**config.mk**
```make
export PLATFORM = sky130hd
export DESIGN_NAME = mem_arb_ctrl
export DESIGN_NICKNAME = d
export VERILOG_FILES = /design/src/rtl/mem_arb_ctrl.sv
export SDC_FILE = /design/constraint.sdc
export NUM_CORES = 1
export LEC_CHECK = 0
export ABC_AREA = 1
export BUFFER_PORTS_ARGS = -buffer_cell sky130_fd_sc_hd__buf_2
export CORE_ASPECT_RATIO = 1.1
export CORE_UTILIZATION = 50
export DETAILED_ROUTE_END_ITERATION = 16
export GPL_TIMING_DRIVEN = 1
export PLACE_DENSITY = 0.92
export SLEW_MARGIN = 0
export SYNTH_ARGS = -nofsm -noshare
export SYNTH_HDL_FRONTEND = slang
export SYNTH_SLANG_ARGS = --single-unit
```
**constraint.sdc**
```tcl
create_clock -name clk -period 2.3 [get_ports clk]
set_input_delay 0.23 -clock clk [delete_from_list [all_inputs] [get_ports clk]]
set_output_delay 0.23 -clock clk [all_outputs]
set_load 0.03 [all_outputs]
```
**src/rtl/mem_arb_ctrl.sv**
```systemverilog
// Two-port round-robin arbiter/sequencer for a 32x8 synchronous memory; MEM_ARB_CLEAR_EN adds a zero-fill engine.
// Latency: gnt + strobe one cycle after req is seen in IDLE; read rvalid/rdata two cycles after the strobe.
// Backpressure: a requester holds req/we/addr/wdata until it sees gnt; each grant costs 2 (write) or 3 (read) cycles.
module mem_arb_ctrl #(
    parameter int ADDR_W = 5,
    parameter int DATA_W = 8,
    parameter int DEPTH  = 32
) (
    input  logic              clk,
    input  logic              rst_n,
    input  logic              req_0,
    input  logic              req_1,
    input  logic              we_0,
    input  logic              we_1,
    input  logic [ADDR_W-1:0] addr_0,
    input  logic [ADDR_W-1:0] addr_1,
    input  logic [DATA_W-1:0] wdata_0,
    input  logic [DATA_W-1:0] wdata_1,
    output logic              gnt_0,
    output logic              gnt_1,
    output logic              rvalid_0,
    output logic              rvalid_1,
    output logic [DATA_W-1:0] rdata_0,
    output logic [DATA_W-1:0] rdata_1,
    input  logic              clear_start,
    output logic              clear_busy,
    output logic              mem_read,
    output logic              mem_write,
    output logic [ADDR_W-1:0] mem_addr,
    output logic [DATA_W-1:0] mem_data_in,
    input  logic [DATA_W-1:0] mem_data_out
);

    typedef enum logic [1:0] {IDLE, ACCESS, RDATA, CLEAR} state_t;

    state_t            state;
    logic              rr_ptr;
    logic              cur_port;
    logic              cur_we;

    logic              win;
    logic              win_we;
    logic [ADDR_W-1:0] win_addr;
    logic [DATA_W-1:0] win_wdata;

    // rr_ptr only matters on a tie; a lone requester always wins.
    always_comb begin
        win       = (req_0 && req_1) ? rr_ptr : req_1;
        win_we    = win ? we_1 : we_0;
        win_addr  = win ? addr_1 : addr_0;
        win_wdata = win ? wdata_1 : wdata_0;
    end

`ifdef MEM_ARB_CLEAR_EN
    logic clear_pend;
`else
    logic unused_clear;
    assign unused_clear = clear_start | (DEPTH == 0);
    assign clear_busy   = 1'b0;
`endif

    always_ff @(posedge clk or negedge rst_n) begin
        if (!rst_n) begin
            state       <= IDLE;
            rr_ptr      <= 1'b0;
            cur_port    <= 1'b0;
            cur_we      <= 1'b0;
            gnt_0       <= 1'b0;
            gnt_1       <= 1'b0;
            rvalid_0    <= 1'b0;
            rvalid_1    <= 1'b0;
            rdata_0     <= '0;
            rdata_1     <= '0;
            mem_read    <= 1'b0;
            mem_write   <= 1'b0;
            mem_addr    <= '0;
            mem_data_in <= '0;
`ifdef MEM_ARB_CLEAR_EN
            clear_busy  <= 1'b0;
            clear_pend  <= 1'b0;
`endif
        end else begin
            gnt_0     <= 1'b0;
            gnt_1     <= 1'b0;
            rvalid_0  <= 1'b0;
            rvalid_1  <= 1'b0;
            mem_read  <= 1'b0;
            mem_write <= 1'b0;
`ifdef MEM_ARB_CLEAR_EN
            if (clear_start && !clear_busy) begin
                clear_pend <= 1'b1;
            end
`endif
            case (state)
                IDLE: begin
`ifdef MEM_ARB_CLEAR_EN
                    // A start pulse seen this cycle beats a request arriving in the same cycle.
                    if (clear_pend || clear_start) begin
                        state       <= CLEAR;
                        clear_pend  <= 1'b0;
                        clear_busy  <= 1'b1;
                        mem_write   <= 1'b1;
                        mem_addr    <= '0;
                        mem_data_in <= '0;
                    end else
`endif
                    if (req_0 || req_1) begin
                        state       <= ACCESS;
                        cur_port    <= win;
                        cur_we      <= win_we;
                        rr_ptr      <= ~win;
                        gnt_0       <= ~win;
                        gnt_1       <= win;
                        mem_read    <= ~win_we;
                        mem_write   <= win_we;
                        mem_addr    <= win_addr;
                        mem_data_in <= win_wdata;
                    end
                end
                ACCESS: begin
                    state <= cur_we ? IDLE : RDATA;
                end
                RDATA: begin
                    state <= IDLE;
                    if (cur_port) begin
                        rdata_1  <= mem_data_out;
                        rvalid_1 <= 1'b1;
                    end else begin
                        rdata_0  <= mem_data_out;
                        rvalid_0 <= 1'b1;
                    end
                end
                CLEAR: begin
`ifdef MEM_ARB_CLEAR_EN
                    // mem_addr doubles as the sweep counter and is left at DEPTH-1 afterwards.
                    if (mem_addr == ADDR_W'(DEPTH - 1)) begin
                        state      <= IDLE;
                        clear_busy <= 1'b0;
                    end else begin
                        mem_write <= 1'b1;
                        mem_addr  <= mem_addr + ADDR_W'(1);
                    end
`else
                    state <= IDLE;
`endif
                end
                default: state <= IDLE;
            endcase
        end
    end

endmodule
```
==> results.yml, run 1 <==
grt:
  grt_usage_pct: 20.0
  overflow: 0
  grt_max_degree: 41
  grt_pass1_wl_mm: 5.85
  first_global_vias: 1386
  antenna_found_initial: 0
drt:
  routedWlPerCell_um: 10.2
  drc: 0
  drt_first_pass_iters: 4
  vias: 1560
  routed_via_density: 4.68
  routed_wl_mm: 3.39
  postRouteAntennaNets: 0
  drt_iter0_markers: 91
pwr:
  p_comb_share_pct: 50.8
  p_leak_nw: 1.38
  vdd_drop_max_mv: 0.630
  switchingPower_mw: 1.54
  power.share.switching_pct: 48.4
  p_per_area_nw_per_um2: 1430
  p_int_mw: 1.64
  power_frac_clock_pct: 11.1
  seq_power_share_pct: 38.1
sta:
  tightestPinTransition_ns: 0.828
  slew_headroom_pct: 44.8
  skew_ns: 0.0104
  final-max-slew-violation-count: 0
  fin_crit_sh_pct: 61.2
  rsz0062_at_grt: "no"
  fin_ws_ns: 0.893
  hold_viol_final: 17
  fin_tns_setup_ns: 0
  final-setup-viol-count: 0
  timing.fmax_mhz: 711
  hold_slack_ns: -0.0165
  finalWorstPathRequiredPeriod_ns: 1.41
place:
  place_inst: 325
  port-buffer-count: 74
  dp_slack_ns: 0.907
  gp_congestion: 0.699
  dp_hpwl_mm: 2.50
synth:
  syn-num-nets: 252
  yosysWarnings: 0
  syn_area_per_cell_um2: 8.42
  synth.distinct_cells: 18
  syn_inst: 211
  ys_seq_area_share_pct: 56.3
  netlist_area_um2: 1780
  ys_seq_elements: 40
floorplanning:
  start_util_pct: 52.9
  num_rows: 22
  die_area_um2: 3800
  design.core.area_um2: 3360
  die_height_um: 64.5
  ios: 77
  die_width_um: 58.8
clocking:
  clk_latency_ns: 0.33
  ctsResizeCount: 0
  root_buffer: "clkbuf_4"
  cts.reportedPaths.clkPinSlew_ns: 0.11
  clock_sinks: 40
  cts_buffer_depth: 2
  post-cts-setup-buffer-count: 0
  cts_tree: "done"
  htreeDepth: 2
  cts_made_buffers: 5
  cts_hold_buffers: 0
critical_path:
  worstPathMaxFanout: 16
  startpoint_type: "flip-flop"
  r2r_slack_ns: 0.89
  critPathRequiredTime_ns: 2.52
  worstPathArrival_ns: 1.63
  end_kind: "flip-flop"
  crit_type: "flip-flop to flip-flop"
final_layout:
  finalNonFillerCells: 333
  final_util_pct: 65.9
  fin_nets: 325
  fillCellCount: 300
  syn_to_final_growth_pct: 24.6
  antenna_cells: 0
  layout-drive-gt1-share_pct: 33.0
run_status:
  status: "finished, violations left"
  violations: "negative hold slack"
run:
  maxCapViolCount: 0
hold_path:
  hold_class: "input port to asynchronous set/reset pin"
kinds of logic (layout without fill, tap and decap cells):
kind of cell           count (synthesis)  in the layout  synth area share [%]
and+or+nand+nor                       98             98                  25.2
buffers and inverters                 54            128                  13.0
other                                  1              1                 0.211
DFF                                   40             40                  56.3
AOI/OAI and AO/OA                     18             18                  5.28
state kept, by name, summed over array words and instances (netlist names):
name and count:
cur_port 1, rr_ptr 1, rvalid_0 1, rvalid_1 1
cur_we 1, gnt_1 1, gnt_0 1, rdata_1 8
mem_read 1, rdata_0 8, mem_addr 5, mem_data_in 8
mem_write 1, state 2
synth_stat cells:
| master | instances | area share (%) |
|---|---|---|
| nand2_1 | 59 | 12 |
| buf_4 | 4 | 1.7 |
| o21ai_1 | 16 | 4.5 |
| nor3_1 | 1 | 0.28 |
| inv_1 | 42 | 8.9 |
| o21ai_0 | 1 | 0.28 |
| nor2_1 | 3 | 0.63 |
| a21oi_2 | 1 | 0.49 |
| nand3_2 | 2 | 1.1 |
| inv_2 | 3 | 0.63 |
| nand3_1 | 28 | 7.9 |
| nor2_4 | 1 | 0.63 |
| dfrtp_1 | 40 | 56 |
| nor2_8 | 1 | 1.1 |
| nand2_2 | 3 | 1.1 |
| conb_1 | 1 | 0.21 |
| buf_6 | 1 | 0.63 |
| buf_2 | 4 | 1.1 |
per-layer routing:
layer	GRT usage [%]	up-vias	share of wire [%]
met1	23.5	717	42
met3	4.59	4	5.4
met4	5.36	0	0.65
met5	0	-	0
met2	35.9	58	52
li1	-	781	-
placed cells by master (no fill, tap or decap), drive strengths merged:
master  count
buf        75
nand2      62
inv        45
dfrtp      40
nand3      30
o21ai      17
clkbuf      6
nor2        5
clkinv      2
a21oi       1
nor3        1
conb        1
worst paths after layout:
path | startpoint | end | cells past startpoint
setup / recovery | rr_ptr | cur_we | 6
hold / removal | rst_n | rdata_1[1] | 1
setup reg to reg | rr_ptr | cur_we | 6
hold reg to reg | cur_we | state[1] | 1
max in group asynchronous | rst_n | mem_data_in[7] | 1
min in group clk | mem_data_out[3] | rdata_1[3] | 3
area by class of cell:
class                           count  area (µm²)  share of cell area (%)
Inverter                           45         169                    7.63
Clock buffer                        6        51.3                    2.32
Multi-Input combinational cell    117         546                    24.6
Tap cell                           48        60.1                    2.71
Sequential cell                    40        1000                    45.2
Clock inverter                      2        10.0                   0.452
Timing Repair Buffer               75         378                    17.1
worst max-delay path, cell delays in order (launching register included):
cell	delay (ns)
dfrtp_1	0.37
inv_1	0.07
nand2_2	0.19
nand2_2	0.33
nand2_1	0.14
nand3_1	0.13
nand2_1	0.06
power groups by stage:
stage          Sequential (mW)  Clock [mW]  Combinational [mW]
6_report                  1.21       0.352                1.61
5_1_grt                   1.25       0.393                1.77
4_1_cts                   1.22       0.368                1.63
3_5_place_dp              1.22           0                1.63
3_3_place_gp              1.22           0                1.58
2_1_floorplan             1.80           0               0.613
per-stage QoR:
step / hold WS [ns] / power [mW] / instance area [µm²]
2_1_floorplan: -0.0656 / 2.42 / 1780
3_3_place_gp: 0.378 / 2.80 / 2150
3_5_place_dp: 0.379 / 2.86 / 2150
4_1_cts: 0.00228 / 3.21 / 2210
5_1_grt: 0.0478 / 3.41 / 2210
6_report: -0.0165 / 3.18 / 2210
Note: power is estimated with default switching activity, not from simulation.
==> run 2, diff against run 1 <==
--- a/config.mk
+++ b/config.mk
@@ -5,13 +5,13 @@
 export SDC_FILE = /design/constraint.sdc
 export NUM_CORES = 1
 export LEC_CHECK = 0
-export ABC_AREA = 1
+export ABC_AREA = 0
 export BUFFER_PORTS_ARGS = -buffer_cell sky130_fd_sc_hd__buf_2
 export CORE_ASPECT_RATIO = 1.1
-export CORE_UTILIZATION = 50
+export CORE_UTILIZATION = 46
 export DETAILED_ROUTE_END_ITERATION = 16
 export GPL_TIMING_DRIVEN = 1
-export PLACE_DENSITY = 0.92
+export PLACE_DENSITY = 0.86
 export SLEW_MARGIN = 0
 export SYNTH_ARGS = -nofsm -noshare
 export SYNTH_HDL_FRONTEND = slang
==> constraint.sdc (replaced) <==
create_clock -name clk -period 1.3 [get_ports clk]
set_input_delay 0.13 -clock clk [delete_from_list [all_inputs] [get_ports clk]]
set_output_delay 0.13 -clock clk [all_outputs]
set_load 0.03 [all_outputs]
==> run 2 against run 1 <==
The run now ends clean. Combinational power rose by 87%. Utilization decreased by 2.5 points. Total power up 93%. First-iteration DRC count shrank 58%. Largest cell class unchanged. Count of clock-buffer cells in the layout is the same. Final area rose by 4.7%. Critical endpoint is now rdata_0[1]. Fmax rose by 11%. Global-route usage shrank 0.88 points. Non-clock buffer count increased by 10.
==> results.yml, run 2 <==
synth:
  ys_seq_elements: 40
  yosys-top-cells-count: "dfrtp_1 (40), a21oi_1 (17), mux2_1 (16)"
  yosysWarnings: 0
  syn-num-nets: 184
  synth_edf_count: 0
  syn_inst: 143
  synth.distinct_cells: 23
  yosysMostFrequentCell: "dfrtp_1"
  syn_area_per_cell_um2: 12.3
  synth_top_area_share_pct: 57.0
  ys_seq_area_share_pct: 57.0
  yosys.area.top_type: "dfrtp_1"
  ys.flop_type: "dfrtp_1"
  synth.area.top_cells: "dfrtp_1 (57%), mux2_1 (10%), a31oi_2 (6.4%)"
  ys_async_sr_fraction_pct: 100
  netlist_area_um2: 1760
pwr:
  vdd_drop_max_mv: 1.18
  p_leak_nw: 1.12
  power_mw: 6.14
  p_per_area_nw_per_um2: 2650
grt:
  overflow: 0
  top_usage_layer: "met2"
  grt_use_met1_pct: 21.8
  groute.layer.met2.usage_pct: 31.6
  grt_usage_pct: 19.1
  grt_util_met3_pct: 6.41
  antenna_found_initial: 0
  grt_pass1_wl_mm: 5.60
  grt_max_degree: 41
  first_global_vias: 1314
clocking:
  cts_made_buffers: 5
  clk_latency_ns: 0.28
  root_buffer: "clkbuf_8"
  cts_tree: "done"
  cts.reportedPaths.clkPinSlew_ns: 0.07
  cts_buffer_depth: 2
  clock_sinks: 40
  htreeDepth: 2
drt:
  drt_iter0_markers: 38
  routed_wl_mm: 3.53
  routed_via_density: 5.11
  postRouteAntennaNets: 0
  vias: 1401
  routedWlPerCell_um: 12.9
  drt_first_pass_iters: 5
  drc: 0
floorplanning:
  die_width_um: 60.9
  die_height_um: 66.8
  num_rows: 23
  start_util_pct: 48.0
  design.core.area_um2: 3650
  die_area_um2: 4070
  ios: 77
critical_path:
  path_cells: "nor3b_2 > buf_6 > mux2_1"
  max_stage_delay_ns: 0.44
  crit_type: "flip-flop to flip-flop"
  critPathTopFamily: "flip-flops"
  cp_slowest_cell: "dfrtp_2"
  worstPathArrival_ns: 1.43
  critPathRequiredTime_ns: 1.47
  worstPathMaxFanout: 9
  end_kind: "flip-flop"
  critPathBufInv: 1
  startpoint_type: "flip-flop"
final_layout:
  fin_nets: 264
  mostFrequentLayoutCell: "buf_2"
  final_cell_mix: "buf_2 (74), dfrtp_1 (38), a21oi_1 (17), mux2_1 (15)"
  antenna_cells: 0
  reg_top3: "mem_data_in: 8 flops, rdata_0: 8 flops, rdata_1: 8 flops"
  syn_to_final_growth_pct: 32.1
  layout-drive-gt1-share_pct: 48.2
  final_area_um2: 2320
sta:
  final-max-slew-violation-count: 0
  hold_viol_final: 0
  fin_tns_setup_ns: 0
  timing.fmax_mhz: 790
  fin_crit_sh_pct: 97.3
  finalWorstPathRequiredPeriod_ns: 1.27
  skew_ns: 0.00714
  final-setup-viol-count: 0
place:
  dp_hpwl_mm: 2.62
  dpl-instance-area_um2: 2170
  gp_congestion: 0.754
  port-buffer-count: 74
hold_path:
  hold_class: "input port to flip-flop"
run_status:
  status: "finished, final reports clean"
run:
  maxCapViolCount: 0
run 2: cell types whose count changed after synthesis, moves of 14 or more:
cell | previous run | this run
mux2_1 | 0 | 16
a21oi_1 | 0 | 17
nand2_1 | 59 | 0
inv_1 | 42 | 2
o21ai_1 | 16 | 0
nand3_1 | 28 | 14
run 2: stage by stage:
stage	setup WS [ns]	hold slack, ns	cells	utilization, %
global placement	0.0193	0.205	264	59.4
finish	0.0345	0.0728	274	63.5
floorplan	0.0589	-0.166	143	-
CTS	-0.0167	0.0630	274	62.8
detailed placement	-0.00703	0.212	264	59.4
global route	-0.0230	0.0690	274	63.5
run 2: power by group:
part	switching (mW)	internal (mW)
registers	0.322	1.85
logic	1.97	1.04
clock network	0.396	0.569
total	2.68	3.45
run 2: cells by family (layout without fill, tap and decap cells):
| family | Yosys count | count (layout) | share of synthesized area (%) |
|---|---|---|---|
| compound gates | 47 | 47 | 17.8 |
| flops | 40 | 40 | 57.0 |
| simple gates | 24 | 24 | 9.05 |
| mux | 16 | 16 | 10.3 |
| buf+inv | 15 | 96 | 5.63 |
| other cells | 1 | 1 | 0.214 |
run 2: area by class of cell:
| type | instances | area, µm² |
|---|---|---|
| Multi-Input combinational cell | 88 | 673 |
| Timing Repair Buffer | 85 | 459 |
| Tap cell | 50 | 62.6 |
| Inverter | 3 | 13.8 |
| Clock buffer | 6 | 72.6 |
| Fill cell | 328 | 1340 |
| Sequential cell | 40 | 1000 |
| Clock inverter | 2 | 35.0 |
run 2: routing by layer:
layer	wire, µm	part of all wire [%]
met5	0	0
met1	1400	40
met4	65	1.8
met2	1760	50
met3	306	8.7
run 2: worst paths after layout:
check                                   to  depth (start not counted)       startpoint  slack (ns)
worst min register to register    state[1]                          1           cur_we        0.44
worst max-delay path            rdata_0[1]                          3         state[0]        0.03
worst max register to register  rdata_0[1]                          3         state[0]        0.03
worst min-delay path            rdata_0[6]                          2  mem_data_out[6]        0.07
max in group asynchronous         state[0]                          3            rst_n        0.52
min in group asynchronous       rdata_1[2]                          3            rst_n        0.42
run 2: timing repair:
action	in CTS	in global routing
hold buffers	1	0
buffers inserted	1	0
endpoints found under the hold margin	40	0
pin swaps	0	0
gates resized for setup	0	6
endpoints found under the setup margin	16	17
